==> src/rtl/run_pattern_generator.sv <==
// Purpose: turns (bit, length) run commands into a serial bit stream on x, one bit per clk,
//          with back-to-back runs and no gap cycles.
// Ports  : clk, rst (sync, active-high); cmd_valid/cmd_bit/cmd_len with cmd_ready handshake;
//          x, x_active, run_done, busy outputs. z_pred is present only when PATGEN_ZPRED_EN
//          is defined (DET_LEN is declared only in that build).
module run_pattern_generator #(
  parameter int LEN_W    = 4,
  parameter bit IDLE_BIT = 1'b0
`ifdef PATGEN_ZPRED_EN
  ,
  parameter int DET_LEN  = 4
`endif
) (
  input  logic             clk,
  input  logic             rst,
  input  logic             cmd_valid,
  input  logic             cmd_bit,
  input  logic [LEN_W-1:0] cmd_len,
  output logic             cmd_ready,
  output logic             x,
  output logic             x_active,
  output logic             run_done,
  output logic             busy
`ifdef PATGEN_ZPRED_EN
  ,
  output logic             z_pred
`endif
);

  typedef enum logic {IDLE, RUN} state_t;

  state_t           state, state_nxt;
  logic             run_bit, run_bit_nxt;
  logic [LEN_W-1:0] remaining, remaining_nxt;
  logic             hold_full, hold_full_nxt;
  logic             hold_bit, hold_bit_nxt;
  logic [LEN_W-1:0] hold_len, hold_len_nxt;
  logic             x_nxt;
  logic             accept;
  logic             cmd_live;
  logic             last_bit;

  assign cmd_ready = !hold_full;
  assign accept    = cmd_valid & cmd_ready;
  // Null commands are consumed by the handshake but never touch run or hold.
  assign cmd_live  = accept && (cmd_len != '0);
  assign last_bit  = (state == RUN) && (remaining == LEN_W'(1));

  assign x_active  = (state == RUN);
  assign run_done  = last_bit;
  assign busy      = x_active | hold_full;

  always_comb begin
    state_nxt     = state;
    run_bit_nxt   = run_bit;
    remaining_nxt = remaining;
    hold_full_nxt = hold_full;
    hold_bit_nxt  = hold_bit;
    hold_len_nxt  = hold_len;
    case (state)
      IDLE: begin
        if (cmd_live) begin
          state_nxt     = RUN;
          run_bit_nxt   = cmd_bit;
          remaining_nxt = cmd_len;
        end
      end
      RUN: begin
        if (last_bit) begin
          // Hand over to the next run on this edge so x never gaps.
          // cmd_ready is low whenever hold is full, so the two sources never collide.
          hold_full_nxt = 1'b0;
          if (hold_full && (hold_len != '0)) begin
            run_bit_nxt   = hold_bit;
            remaining_nxt = hold_len;
          end else if (cmd_live) begin
            run_bit_nxt   = cmd_bit;
            remaining_nxt = cmd_len;
          end else begin
            state_nxt     = IDLE;
            remaining_nxt = '0;
          end
        end else begin
          remaining_nxt = remaining - LEN_W'(1);
          if (cmd_live) begin
            hold_full_nxt = 1'b1;
            hold_bit_nxt  = cmd_bit;
            hold_len_nxt  = cmd_len;
          end
        end
      end
      default: begin
        state_nxt     = IDLE;
        remaining_nxt = '0;
      end
    endcase
    x_nxt = (state_nxt == RUN) ? run_bit_nxt : IDLE_BIT;
  end

  always_ff @(posedge clk) begin
    if (rst) begin
      state     <= IDLE;
      run_bit   <= 1'b0;
      remaining <= '0;
      hold_full <= 1'b0;
      hold_bit  <= 1'b0;
      hold_len  <= '0;
      x         <= IDLE_BIT;
    end else begin
      state     <= state_nxt;
      run_bit   <= run_bit_nxt;
      remaining <= remaining_nxt;
      hold_full <= hold_full_nxt;
      hold_bit  <= hold_bit_nxt;
      hold_len  <= hold_len_nxt;
      x         <= x_nxt;
    end
  end

`ifdef PATGEN_ZPRED_EN
  localparam int CW = $clog2(DET_LEN + 1);

  // same_cnt = length of the streak that the current x value belongs to, saturating.
  // z_pred is registered from it, so it reports the streak ending in the previous cycle.
  logic [CW-1:0] same_cnt;

  always_ff @(posedge clk) begin
    if (rst) begin
      same_cnt <= '0;
      z_pred   <= 1'b0;
    end else begin
      z_pred <= (same_cnt >= CW'(DET_LEN));
      if (x_nxt == x)
        same_cnt <= (same_cnt >= CW'(DET_LEN)) ? same_cnt : same_cnt + CW'(1);
      else
        same_cnt <= CW'(1);
    end
  end
`endif

endmodule

==> config.mk <==
export PLATFORM = sky130hd
export DESIGN_NAME = run_pattern_generator
export DESIGN_NICKNAME = d
export VERILOG_FILES = /design/src/rtl/run_pattern_generator.sv
export SDC_FILE = /design/constraint.sdc
export NUM_CORES = 1
export LEC_CHECK = 0
export CORE_MARGIN = 4
export CORE_UTILIZATION = 34
export DETAILED_ROUTE_END_ITERATION = 16
export GPL_ROUTABILITY_DRIVEN = 0
export PLACE_DENSITY_LB_ADDON = 0.12
export SKIP_CTS_REPAIR_TIMING = 1
export SYNTH_ARGS = -nofsm -noshare
export SYNTH_HDL_FRONTEND = slang
export SYNTH_SLANG_ARGS = --single-unit
export TNS_END_PERCENT = 5
==> constraint.sdc <==
create_clock -name clk -period 3.2 [get_ports clk]
set_clock_uncertainty 0.2 [all_clocks]
set_input_delay 0.64 -clock clk [delete_from_list [all_inputs] [get_ports clk]]
set_output_delay 0.64 -clock clk [all_outputs]
set_load 0.02 [all_outputs]
==> results of run 1 <==
[path summary, 6_finish.rpt]
path / start / end / slack [ps] / cells past startpoint
worst max-delay path: remaining[0] / run_done / 360 / 5
worst min-delay path: hold_bit / hold_bit / 310 / 2
worst max register to register: remaining[0] / x / 1170 / 5
worst min register to register: hold_bit / hold_bit / 310 / 2
[cell families (layout without fill, tap and decap cells)]
group           after synthesis  after routing  share of synthesized area
buf+inv                       8             23                    0.04811
flops                        13             13                     0.3574
compound gates               20             20                     0.2199
mux                           8              8                     0.1100
simple gates                 27             27                     0.2182
fa+ha+maj                     2              2                    0.03436
xor+xnor                      1              1                    0.01203
[sequential cells by signal, indices dropped and copies added, names as in the netlist]
name,cells
x,1
remaining,4
hold_len,4
hold_bit,1
x_active,1
hold_full,1
run_bit,1
[worst min-delay path, cell delays in order, from the launching register on]
cell and delay, ps:
sky130_fd_sc_hd__dfxtp_1 320, sky130_fd_sc_hd__mux2i_1 70, sky130_fd_sc_hd__nor2_1 80
[area by class of cell]
| cell class | count | share of cell area |
|---|---|---|
| inverter | 5 | 0.02069 |
| timing repair buffer | 14 | 0.1490 |
| multi-input combinational | 58 | 0.4772 |
| sequential | 13 | 0.2869 |
| clock buffer | 4 | 0.02897 |
| tap | 27 | 0.03724 |
[power breakdown]
group	internal, uW	leakage, uW	switching, uW
combinational	60.1	0.000237	61.5
sequential	176	0.000107	14.7
clock	48.4	0.0000150	54.5
total	285	0.000359	131
[per-layer routing]
metal  vias up  share of wire  GRT usage
met5         -              0          0
li1        322              -          -
met2        14           0.45     0.2231
met4         0          0.028    0.08714
met1       287           0.46     0.1864
met3         5          0.059    0.03270
[stage by stage]
step / setup WS, ps / area (sq um) / hold slack (ps) / power, uW / instances
6_report: 357.5 / 907.1 / 305.7 / 415.3 / 121
4_1_cts: 341.8 / 907.1 / 312.9 / 420.0 / 121
3_5_place_dp: 619.4 / 880.8 / 292.9 / 316.5 / 117
3_3_place_gp: 631.2 / 880.8 / 289.6 / 315.3 / 117
5_1_grt: 194.6 / 907.1 / 348.8 / 445.3 / 121
2_1_floorplan: 1184 / 728.2 / 255.0 / 275.4 / 79
[cells in the final DEF, fill, tap and decap left out, drive strengths merged, types with 2 or more instances in the layout]
cell           instances
a221oi                 4
clkdlybuf4s50         12
or4                    2
mux2i                  8
a21oi                  3
a211oi                 2
nor2                   6
ha                     2
inv                    5
o21ai                  2
dfxtp                 13
clkbuf                 4
a31oi                  2
buf                    2
o31ai                  2
nand2                  7
==> reports/results.md, run 1 <==
| Stage | Parameter | This run |
| --- | --- | --- |
| global route | Pin count of the biggest net entering global routing | 16 |
| final layout | Register cell area after layout | 260.3 sq um |
| critical path | Maximum fanout count along the critical path | 7 |
| global route | Via count of the first global-routing pass | 645 |
| critical path | Required time worst endpoint | 2360 ps |
| logic synthesis | Cell type contributing the most total cell area after synthesis | sky130_fd_sc_hd__dfxtp_1 |
| die | Starting density of the core | 0.3637 |
| route | Number of vias in the routed layout | 628 |
| sta | Fin Setup TNS | 0 ps |
| route | Number of violations reported at the end of detailed-routing iteration 0 | 9 |
| logic synthesis | Warnings from Yosys | 0 |
| logic synthesis | Post-synth EDFFs | 0 |
| sta | RSZ-0062 raised after global routing | no |
| logic synthesis | Share of the yosys chip area belonging to registers | 0.3574 |
| sta | Maximum clock frequency | 351.8 MHz |
| clock network | Clock transition at the registers of the reported paths | 80 ps |
| logic synthesis | Most instantiated library cell after synthesis | sky130_fd_sc_hd__dfxtp_1 |
| route | DRC errors left | 0 |
| final layout | Multi-input combinational cell area | 432.9 sq um |
| critical path | Cell class contributing the biggest share of worst-path delay | buffers and inverters |
| final layout | Area growth from synthesis to layout | 24.57% |
| global route | Number of antenna violations at the first check in global routing | 0 |
| final layout | End-of-flow core utilization | 0.4531 |
| sta | Max-slew headroom at the worst pin | 0.6708 |
| clock network | Clock H-tree levels | 1 |
| place | Half-perimeter wire length after detailed placement | 1.271 mm |
| final layout | Number of fill cells in the layout | 212 |
| worst hold path | Class of the tightest hold or removal check | reg2reg |
| logic synthesis | Post-Syn Area per Cell | 9.218 sq um |
| clock network | Maximum buffer depth of the clock tree | 2 |
| global route | Total congestion overflow after global routing | 0 |
| place | Number of input and output port buffers inserted | 12 |
| logic synthesis | Commonest cells in the synthesized netlist | sky130_fd_sc_hd__dfxtp_1, sky130_fd_sc_hd__mux2i_1, sky130_fd_sc_hd__nand2_1 |
| sta | Hold Vio Cnt, Final | 0 |
| pwr | VDD IR max | 0.1716 mV |
| logic synthesis | Syn Std Cell Area | 728.2 sq um |
| logic synthesis | Unique cell type count in the Yosys netlist | 37 |
| clock network | Buffer cell driving the clock tree root | sky130_fd_sc_hd__clkbuf_4 |
| critical path | Total buffers and inverters traversed by the critical path | 2 |
| die | # rows | 16 |
| clock network | Clock Latency Late Sink | 280 ps |
| critical path | Worst Path Arrival | 2000 ps |
| die | Number of ports placed on the die boundary | 13 |
| logic synthesis | Synth Register Bits | 13 |
| sta | Final Cycle Share | 0.8883 |
| clock network | Num CTS Buffers | 3 |
| die | Horizontal die dimension | 54.28 um |
| final layout | # diodes | 0 |
| die | Floorplan Core Area | 2002 sq um |
| sta | Number of endpoints failing setup at the final stage | 0 |
| die | Area of the die | 2946 sq um |
| critical path | Cell with the largest stage delay on the worst path | sky130_fd_sc_hd__clkdlybuf4s50_1 |
| run | Max capacitance violation total | 0 |
| sta | Final Critical Period | 2843 ps |
| sta | Worst-margin pin slew | 492.3 ps |
| clock network | CTS tree | built |
| logic synthesis | Gate Count Post-Synth | 79 |
| route | Routed wire per std cell | 14.06 um |
| global route | Wire length of the first global-routing pass | 3.036 mm |
| logic synthesis | Syn_nets | 89 |
| logic synthesis | Primary flip-flop cell chosen by synthesis mapping | sky130_fd_sc_hd__dfxtp_1 |
| critical path | Crit path cell chain | ha_1, nor3b_2, buf_4, and2_1, clkdlybuf4s50_1 |
| pwr | Pleak | 0.0003591 uW |
| route | Post-DRT Antenna Nets | 0 |
| logic synthesis | Synth async-reset ratio | 0 |
| final layout | Layout cells sized above 1 | 0.1383 |
| route | Number of iterations in the first detailed-routing pass | 4 |
| critical path | Critical Path Start Type | flip-flop |
| critical path | Crit. End Element | primary output |
| pwr | Power Density | 457.8 nW/um^2 |
| critical path | Largest stage delay on the critical path | 600 ps |
| die | Die Span Y | 54.28 um |
| outcome | Outcome | finished clean |
| logic synthesis | Area fraction of the dominant cell type after synthesis | 0.3574 |
| logic synthesis | Synth area leaders | sky130_fd_sc_hd__dfxtp_1, sky130_fd_sc_hd__mux2i_1, sky130_fd_sc_hd__nand2_1, sky130_fd_sc_hd__a221oi_1, sky130_fd_sc_hd__ha_1 |
| global route | Overall routing resource usage | 0.1461 |
| route | Via/cell ratio | 5.190 |
| critical path | Worst Path Class, Setup | reg2out |
| final layout | Fin nets | 105 |
| sta | Slew Viols, Final | 0 |
| route | Final WL | 1.701 mm |
| clock network | CTS sink cnt | 13 |
No activity file was read; power rests on OpenSTA's default activity.
==> run 2, diff against run 1 <==
CELL_PAD_IN_SITES_DETAIL_PLACEMENT = 0   (was not set)
CELL_PAD_IN_SITES_GLOBAL_PLACEMENT = 1   (was not set)
GPL_TIMING_DRIVEN = 0   (was not set)
==> reports/results.md, run 2 (synthesis results as in run 1) <==
| Stage | Parameter | This run | Change |
| --- | --- | --- | --- |
| outcome | Outcome | finished clean |  |
| final layout | Area growth from synthesis to layout | 25.60% |  |
| die | Area of the die | 2946 sq um | unchanged |
| critical path | Cell with the largest stage delay on the worst path | sky130_fd_sc_hd__clkdlybuf4s50_1 |  |
| clock network | Maximum buffer depth of the clock tree | 2 | unchanged |
| die | Floorplan Core Area | 2002 sq um | unchanged |
| critical path | Total buffers and inverters traversed by the critical path | 1 | -1 |
| worst hold path | End of the worst hold path | hold_bit |  |
| sta | Max-slew headroom at the worst pin | 0.6560 | -0.01477 |
| pwr | Internal power of the cells | 285.2 uW | +0.22% |
| final layout | Leading cell types in the layout, fill and taps excluded | sky130_fd_sc_hd__dfxtp_1, sky130_fd_sc_hd__clkdlybuf4s50_1, sky130_fd_sc_hd__mux2i_1, sky130_fd_sc_hd__nand2_1, sky130_fd_sc_hd__nor2_1 |  |
| sta | Final Cycle Share | 0.9048 | +0.01650 |
| critical path | Minimum setup slack among reg-to-reg paths | 1170 ps | about the same |
| critical path | Endpoint of the worst-slack reg-to-reg timing path | x |  |
| clock network | Clock transition at the registers of the reported paths | 80 ps | about the same |
| die | Die Span Y | 54.28 um | unchanged |
| sta | Number of endpoints failing setup at the final stage | 0 | unchanged |
| critical path | Worst Path Class, Setup | reg2out |  |
| run | Max capacitance violation total | 0 | unchanged |
| critical path | Worst flop-to-flop path startpoint | remaining[0] |  |
| clock network | CTS sink cnt | 13 | unchanged |
| pwr | Overall power of the completed layout | 417.0 uW | +0.41% |
| final layout | End-of-flow core utilization | 0.4569 | +0.003750 |
| critical path | Crit. End Element | primary output |  |
| sta | Fin Setup TNS | 0 ps | unchanged |
| critical path | Cell class contributing the biggest share of worst-path delay | buffers and inverters |  |
| sta | Hold Vio Cnt, Final | 0 | unchanged |
| sta | Worst-case setup margin in the final layout | 304.7 ps | -52.80 ps |
| clock network | Clock Latency Late Sink | 280 ps | about the same |
| route | Number of iterations in the first detailed-routing pass | 4 | unchanged |
| clock network | CTS tree | built |  |
| worst hold path | Hold Crit Start | hold_bit |  |
| final layout | # diodes | 0 | unchanged |
| global route | Pin count of the biggest net entering global routing | 11 | -5 |
| die | # rows | 16 | unchanged |
| critical path | Critical Path Start Type | flip-flop |  |
| die | Number of ports placed on the die boundary | 13 | unchanged |
| pwr | VDD IR max | 0.2121 mV | +24% |
| global route | Total congestion overflow after global routing | 0 | unchanged |
| critical path | Maximum fanout count along the critical path | 7 | unchanged |
| sta | Maximum clock frequency | 345.4 MHz | -1.8% |
| final layout | Fin nets | 106 | +0.95% |
| clock network | Num CTS Buffers | 3 | unchanged |
| route | Via/cell ratio | 5.098 | -1.8% |
| sta | Final Critical Period | 2895 ps | +52.80 ps |
| clock network | Clock H-tree levels | 1 | unchanged |
| clock network | Buffer cell driving the clock tree root | sky130_fd_sc_hd__clkbuf_4 |  |
| route | Number of violations reported at the end of detailed-routing iteration 0 | 12 | +3 |
| route | DRC errors left | 0 | unchanged |
| die | Horizontal die dimension | 54.28 um | unchanged |
| final layout | Layout cells sized above 1 | 0.1368 | -0.001456 |
| pwr | Power Density | 455.9 nW/um^2 | -0.42% |
| pwr | Power dissipated by switching net loads | 131.8 uW | +0.82% |
| final layout | Top flop regs | hold_len: 4 flops, remaining: 4 flops |  |
| pwr | Switching share of total power | 0.3160 | +0.001299 |
| sta | Worst-margin pin slew | 516.0 ps | +23.70 ps |
| critical path | Worst Path Arrival | 2060 ps | +60 ps |
| global route | Wire length of the first global-routing pass | 2.663 mm | -12% |
| global route | Via count of the first global-routing pass | 587 | -9.0% |
| final layout | Final design instance area without fill | 914.6 sq um | +0.83% |
| critical path | Number of cells on the worst reg-to-reg path | 5 | unchanged |
| critical path | Crit path cell chain | ha_1, nor3b_4, and2_1, clkdlybuf4s50_1 |  |
| sta | Slew Viols, Final | 0 | unchanged |
| place | Number of input and output port buffers inserted | 12 | unchanged |
| worst hold path | Class of the tightest hold or removal check | reg2reg |  |
| pwr | Pleak | 0.0003604 uW | +0.35% |
| route | Routed wire per std cell | 13.48 um | -4.1% |
| critical path | Largest stage delay on the critical path | 600 ps | about the same |
| pwr | Clock network power share | 0.248 | about the same |
| place | Half-perimeter wire length after detailed placement | 1.237 mm | -2.7% |
| sta | RSZ-0062 raised after global routing | no |  |
| route | Number of vias in the routed layout | 622 | -0.96% |
| final layout | Leading cell type in the layout, fill and taps excluded | sky130_fd_sc_hd__dfxtp_1 |  |
| place | Setup slack after placement | 483.2 ps | -136.2 ps |
| route | Post-DRT Antenna Nets | 0 | unchanged |
| critical path | Required time worst endpoint | 2360 ps | about the same |
| die | Starting density of the core | 0.3637 | unchanged |
| place | Cell Area, Placed | 882.1 sq um | +0.14% |
| route | Final WL | 1.644 mm | -3.4% |
| worst hold path | Hold path depth | 2 | unchanged |
| pwr | Sequential cell fraction of total power | 0.461 | +0.002 |
| global route | Overall routing resource usage | 0.1309 | -0.01520 |
| pwr | Fraction of power consumed by combinational cells | 0.291 | -0.002 |
| global route | Number of antenna violations at the first check in global routing | 0 | unchanged |
==> run 2: stage by stage <==
step,instances,hold slack (ps)
after global routing,122,367.7
after global placement,118,281.1
after detailed placement,118,291.0
after CTS,122,313.3
final,122,309.8
after floorplan,79,255.0
==> run 2: power by group through the flow <==
stage                     registers (uW)  clock network [uW]  logic (uW)
final                                192                 103         121
after global routing                 195                 117         134
after CTS                            191                 106         121
after detailed placement             195                   0         121
after global placement               194                   0         121
after floorplan                      194                   0        81.7
==> run 2: area by class of cell <==
| class | instances | area (sq um) |
|---|---|---|
| fill | 204 | 1087 |
| multi-input combinational | 58 | 439.2 |
| sequential | 13 | 260.3 |
| timing repair buffer | 12 | 120.1 |
| tap | 27 | 33.78 |
| clock buffer | 4 | 26.28 |
| inverter | 5 | 18.77 |
| buffer | 3 | 16.27 |
==> run 2: tightest hold or removal path: cells and delay by family, from the launching register on <==
kind             cells  cell delay (ps)
DFF                  1              330
muxes                1               70
and+or+nand+nor      1               80
==> run 2: routing by layer <==
layer,routed length (um),track usage,vias to the layer above,part of all wire
met5,0,0,-,0
met4,8,0.06224,0,0.0049
met3,106,0.03542,2,0.064
met2,711,0.1992,17,0.43
met1,817,0.1703,279,0.50
li1,-,-,324,-
==> run 2: worst max-delay path by stage <==
stage | start | to | slack, ps | depth (start not counted)
floorplan | remaining[1] | run_done | 1180 | 4
global placement | remaining[0] | run_done | 500 | 4
detailed placement | remaining[0] | run_done | 480 | 4
CTS | remaining[0] | run_done | 170 | 4
global route | remaining[0] | run_done | 130 | 4
finish | remaining[0] | run_done | 300 | 4
